--- src/rtl/seg_pkg.sv ---
// Segment code constants (active-low, seg[6:0] = g,f,e,d,c,b,a) and the BCD
// digit type shared by the scan driver and its decoder.
package seg_pkg;

    typedef logic [3:0] bcd_digit_t;

    localparam logic [6:0] SEG_0     = 7'h40;
    localparam logic [6:0] SEG_1     = 7'h79;
    localparam logic [6:0] SEG_2     = 7'h24;
    localparam logic [6:0] SEG_3     = 7'h30;
    localparam logic [6:0] SEG_4     = 7'h19;
    localparam logic [6:0] SEG_5     = 7'h12;
    localparam logic [6:0] SEG_6     = 7'h02;
    localparam logic [6:0] SEG_7     = 7'h78;
    localparam logic [6:0] SEG_8     = 7'h00;
    localparam logic [6:0] SEG_9     = 7'h10;
    localparam logic [6:0] SEG_DASH  = 7'h3F;
    localparam logic [6:0] SEG_BLANK = 7'h7F;

    localparam logic [3:0] AN_OFF    = 4'hF;

endpackage

--- src/rtl/bcd_to_seg.sv ---
// Combinational BCD to seven-segment decoder; codes 10..15 show a dash.
module bcd_to_seg
    import seg_pkg::*;
(
    input  logic [3:0] digit,
    output logic [6:0] seg
);

    bcd_digit_t code;

    assign code = digit;

    always_comb begin
        seg = SEG_DASH;
        case (code)
            4'd0:    seg = SEG_0;
            4'd1:    seg = SEG_1;
            4'd2:    seg = SEG_2;
            4'd3:    seg = SEG_3;
            4'd4:    seg = SEG_4;
            4'd5:    seg = SEG_5;
            4'd6:    seg = SEG_6;
            4'd7:    seg = SEG_7;
            4'd8:    seg = SEG_8;
            4'd9:    seg = SEG_9;
            default: seg = SEG_DASH;
        endcase
    end

endmodule

--- src/rtl/bcd_seg_scan_driver.sv ---
// Four-digit multiplexed seven-segment driver with registered an/seg outputs.
// Optional macro SEG_LEADING_ZERO_BLANK_EN blanks leading zero digits 3..1.
module bcd_seg_scan_driver
    import seg_pkg::*;
#(
    parameter int unsigned REFRESH_DIV = 50000
)
(
    input  logic        clk,
    input  logic        rst,
    input  logic [15:0] bcd_in,
    input  logic        load,
    output logic [3:0]  an,
    output logic [6:0]  seg
);

    localparam int unsigned PW = (REFRESH_DIV > 1) ? $clog2(REFRESH_DIV) : 1;
    localparam logic [PW-1:0] LAST = PW'(REFRESH_DIV - 1);

    logic [PW-1:0] presc;
    logic          tick;
    logic [1:0]    idx;
    logic [15:0]   disp;
    bcd_digit_t    sel_digit;
    logic [6:0]    dec_seg;
    logic          blank;

    assign tick = (presc == LAST);

    always_comb begin
        sel_digit = disp[3:0];
        case (idx)
            2'd1:    sel_digit = disp[7:4];
            2'd2:    sel_digit = disp[11:8];
            2'd3:    sel_digit = disp[15:12];
            default: sel_digit = disp[3:0];
        endcase
    end

    bcd_to_seg u_dec (
        .digit (sel_digit),
        .seg   (dec_seg)
    );

`ifdef SEG_LEADING_ZERO_BLANK_EN
    // A digit is dark when it and every more significant digit are zero.
    always_comb begin
        blank = 1'b0;
        case (idx)
            2'd3:    blank = (disp[15:12] == 4'h0);
            2'd2:    blank = (disp[15:8]  == 8'h00);
            2'd1:    blank = (disp[15:4]  == 12'h000);
            default: blank = 1'b0;
        endcase
    end
`else
    always_comb begin
        blank = 1'b0;
    end
`endif

    // Load never disturbs the prescaler or index, so the scan phase is data-independent.
    always_ff @(posedge clk) begin
        if (!rst) begin
            presc <= '0;
            idx   <= '0;
            disp  <= '0;
            an    <= AN_OFF;
            seg   <= SEG_BLANK;
        end else begin
            presc <= tick ? '0 : presc + PW'(1);
            if (tick) begin
                idx <= idx + 2'd1;
            end
            if (load) begin
                disp <= bcd_in;
            end
            an  <= ~(4'b0001 << idx);
            seg <= blank ? SEG_BLANK : dec_seg;
        end
    end

endmodule
--- config.mk ---
export PLATFORM = sky130hd
export DESIGN_NAME = bcd_seg_scan_driver
export DESIGN_NICKNAME = d
export VERILOG_FILES = /design/src/rtl/seg_pkg.sv /design/src/rtl/bcd_to_seg.sv /design/src/rtl/bcd_seg_scan_driver.sv
export SDC_FILE = /design/constraint.sdc
export NUM_CORES = 1
export LEC_CHECK = 0
export BUFFER_PORTS_ARGS = -buffer_cell sky130_fd_sc_hd__buf_2
export CAP_MARGIN = 20
export CORE_MARGIN = 4
export CORE_UTILIZATION = 40
export CTS_BUF_LIST = sky130_fd_sc_hd__clkbuf_16
export DETAILED_ROUTE_END_ITERATION = 10
export PLACE_DENSITY = 0.6
export SETUP_SLACK_MARGIN = 0.15
export SYNTH_ARGS = -nofsm -noshare
export SYNTH_HDL_FRONTEND = slang
export SYNTH_HIERARCHICAL = 1
export SYNTH_SLANG_ARGS = --single-unit
--- constraint.sdc ---
create_clock -name clk -period 2.8 [get_ports clk]
set_input_delay 0.42 -clock clk [delete_from_list [all_inputs] [get_ports clk]]
set_output_delay 0.42 -clock clk [all_outputs]
set_load 0.02 [all_outputs]
# Word-level counts from Yosys, hierarchy flattened
# Memory sizes are Yosys's and may differ from the RTL's. A register that Yosys moved wholly into a read port is not among the register bits.
# Cells that the tools add are included.
[word_totals]
in_bits = 19
out_inout_bits = 11
n_memories = 1
mem_bits_ro = 112
wordCells = 17
regBits = 38
[mem_list]
columns = ["memory", "depth", "word_bits", "rd", "rd_ports_with_merged_regs", "wr", "line", "source"]
rows = [
  ["(no name shown)", 16, 7, 1, 1, 0, "bcd_to_seg.sv:15", "case (code)"],
]
[classes]
shift = 1
n_mux = 1
n_eq_ne = 4
n_reduce_logical = 2
n_bitwise = 2
n_addsub = 2
[op_table]
columns = ["operator", "n"]
rows = [
  ["$add 16x1->16 const B", 1],
  ["$eq 16x16->1 const B", 1],
  ["$pmux 4 s3", 1],
  ["$eq 2x2->1 const B", 2],
  ["$not 4->4", 1],
  ["$shl 1x2->4 const A", 1],
  ["$add 2x1->2 const B", 1],
  ["$eq 2x1->1 const B", 1],
  ["$reduce_or 2->1", 1],
  ["$logic_not 1->1", 1],
  ["$not 1->1", 1],
]

# Depth between registers and ports, before layout
[depth]
word_depth = 2
depth_mapped = 9
ltp_nobuf = 9

# Cells and area by module
# Netlist, hierarchy kept.
[modules_own_cells]
columns = ["module", "n_inst", "area_each_um2", "cells_per_inst"]
rows = [
  ["bcd_seg_scan_driver", 1, 1931.9, 182],
  ["bcd_to_seg", 1, 224.0, 31],
]

# Least setup slack after synthesis
# OpenSTA, ideal clock, no wires.
[synth_timing]
path_kind = "reg2reg"
start = "reg idx[0]"
end = "reg seg[3]"
stages_incl_launch_ff = 10
required_ns = 2.676
t_arrival_ns = 1.915
period_less_slack_ns = 2.039
setup_ns = 0.124
path_buffers = 1
slack_ns = 0.761
path_cell_list = "dfxtp_1 -> inv_1 -> ha_1 -> buf_1 -> mux2i_1 -> inv_1 -> ha_1 -> and3b_1 -> a21oi_1 -> nand2b_1"
[synth_via]
elab_chain_len = 2
[synth_rtl]
columns = ["item", "line", "source"]
rows = [
  ["start, declared", "bcd_seg_scan_driver.sv:22", "logic [1:0] idx;"],
  ["start signal, assigned", "bcd_seg_scan_driver.sv:73", "idx <= idx + 2'd1;"],
  ["$eq 2x2->1 or $eq 2x1->1 (tied branches)", "bcd_seg_scan_driver.sv:32", "case (idx)"],
  ["$pmux 4 s3 *", "bcd_seg_scan_driver.sv:32", ""],
  ["named net sel_digit[1]", "bcd_seg_scan_driver.sv:24", "bcd_digit_t sel_digit;"],
  ["end, declared", "bcd_seg_scan_driver.sv:14", "output logic [6:0] seg"],
]
# Mark *: on every way through the listed nets, which the timed path passes. The rest lies on a longest branch.
# A chain may end at the register's enable or synchronous reset.

# Worst setup path in the final report
[layout_timing]
start = "reg idx[0]"
end = "reg seg[5]"
# The elaborated chain is that of the path after synthesis.

==> metrics.txt <==
status finished clean; CTS Buffer Depth 2; most frequent cells in the layout dfxtp_1 (45), buf_2 (29), mux2i_1 (22); Mapped Cells 213; cts hold-fix bufs 0; final WL 3850 um; Root Driver clkbuf_16; drt drc 0; nets 269; mapped cell area around 2200 sq um; hold crit path type in -> reg; Yosys top cell area share 0.418; DR pass1 iterations 4; primary flip-flop cell chosen by synthesis mapping dfxtp_1; Port Buffers 29; Clock Sinks 45; layout cells sized above 1 0.200; #FFs+latches synth 45; die height 81.4 um; Final Hold Fails 0; Worst Path Required ~3.0 ns; post-CTS sizing 0; Initial Util 0.417; synth warn 6; drt wl/cell about 12 um; drt initial violations 66; post-synthesis cell type count 39; initial antenna violation count 0; Slew Limit Headroom 0.418; Final Wtd Congestion 0.776; total track usage 0.134; max_cap viols 0; Final Slew Violations 0; Crit Path Category reg -> reg; Seq/Total Area, Yosys 0.418; Reg clk slew, reported paths about 0.06 ns; Max FO, Critical Path 7; pin count of the biggest net entering global routing 33; total power 0.00145 W; hpwl dp roughly 2900 um; max frequency ~440 MHz; syn nets between 200 and 250; CTS tree built; drt via density approximately 4.8; vias in the first global route between 1000 and 1500; unrepaired setup endpoints after global routing no; CP Launch Type flop; post-layout min period between 2 and 2.5 ns; Setup Fix Bufs, Post-CTS 0; Area Overhead vs Synth 15.6%; # diodes 0; Vias about 1500; Rows 26; Worst Skew a little under 0.007 ns; EDFF count, synth 0; Pwr Density roughly 600 nW/um^2; H-tree depth 2; Num CTS Buffers 5; worst vdd ir 270 uV; GR Overflow Total 0; Synth area leaders dfxtp_1 (42%), mux2i_1 (10%), ha_1 (6.4%); Slew @ Worst Pin 0.849 ns; final setup fails 0; setup TNS 0 ns; asr flop ratio synth 0; critical path endpoint category flop; Fill cells around 500; Yosys top cell by area dfxtp_1; CORE AREA between 5000 and 6000 sq um; Final period util 0.812; P_leak approximately 1.0 nW; Routed Antenna Nets 0; die span in x ~80 um; num ports 30; Arrival @ worst endpoint around 2.4 ns; first-pass GRT wire length between 6000 and 7000 um; commonest non-fill, non-tap cell in the layout dfxtp_1; Mapped Avg Cell Area 10.1 sq um; clk_lat worst skew roughly 0.28 ns; Die Area approximately 6600 sq um
[through the flow]
step            util  cells  worst slack, ns  area [sq um]  hold slack [ns]
2_1_floorplan      -    213            0.761          2160            0.440
4_1_cts        0.482    310            0.516          2490            0.386
5_1_grt        0.482    310            0.328          2490            0.389
3_5_place_dp   0.449    302            0.547          2320            0.457
6_report       0.482    310            0.526          2490            0.389
3_3_place_gp   0.449    302            0.575          2320            0.457
[cell usage after synthesis, types with 2 or more instances]
library cell / count
nand3_1: 4
xnor2_1: 12
nor3_1: 4
a21oi_1: 4
nand4_1: 4
nor4_2: 4
inv_1: 11
xor2_1: 3
nand4_4: 2
nor3b_1: 2
buf_2: 3
and2_1: 2
ha_1: 11
clkbuf_1: 3
buf_6: 3
nor2_1: 18
dfxtp_1: 45
nor2b_1: 18
mux2i_1: 22
and3b_1: 2
a222oi_1: 4
nand2_1: 8
nand2b_1: 8
[logic make-up (layout without fill, tap and decap cells)]
logic type                 count (synthesis)  count (layout)  share of synthesized area
and+or+nand+nor                           87              87                      0.266
DFF                                       45              45                      0.418
muxes                                     22              22                      0.102
buffers and inverters                     21              48                     0.0487
xor gates and xnor gates                  15              15                     0.0609
AOI/OAI and AO/OA                         12              12                     0.0400
adders and majority gates                 11              11                     0.0638
[power breakdown]
| group | internal (W) | total [W] | switching (W) |
|---|---|---|---|
| combinational | 0.0000546 | 0.000118 | 0.0000637 |
| clock | 0.000417 | 0.000653 | 0.000235 |
| sequential | 0.000668 | 0.000683 | 0.0000146 |
| total | 0.00114 | 0.00145 | 0.000314 |
[final cells by class]
class | instances | area (sq um) | share of cell area
multi-input combinational | 147 | 1150 | 0.462
sequential | 45 | 901 | 0.362
timing repair buffer | 29 | 145 | 0.0583
clock buffer | 5 | 125 | 0.0502
tap | 70 | 87.6 | 0.0352
clock inverter | 3 | 41.3 | 0.0166
inverter | 11 | 41.3 | 0.0166
[final timing paths]
check / startpoint / to / slack [ns] / depth (start not counted)
setup / recovery: idx[0] / seg[5] / 0.53 / 8
hold / removal: bcd_in[8] / disp[8] / 0.39 / 3
setup reg to reg: idx[0] / seg[5] / 0.53 / 8
hold reg to reg: presc[0] / presc[0] / 0.47 / 1
[sequential cells by signal, indices dropped and copies added (netlist names)]
signal / count
disp: 16
presc: 16
seg: 7
an: 4
idx: 2
[routing by layer]
metal / part of all wire / GRT usage
met2: 0.50 / 0.216
met5: 0 / 0
met3: 0.033 / 0.0340
met4: 0.014 / 0.0642
met1: 0.46 / 0.167
[worst max-delay path, cell delays in order (launching register included)]
cell,delay (ns)
dfxtp_1,0.40
inv_1,0.11
ha_1,0.27
a222oi_1,0.37
mux2i_1,0.26
ha_1,0.26
o21ai_0,0.20
o31ai_1,0.11
nand2b_1,0.17
No activity file was read; power rests on OpenSTA's default activity.
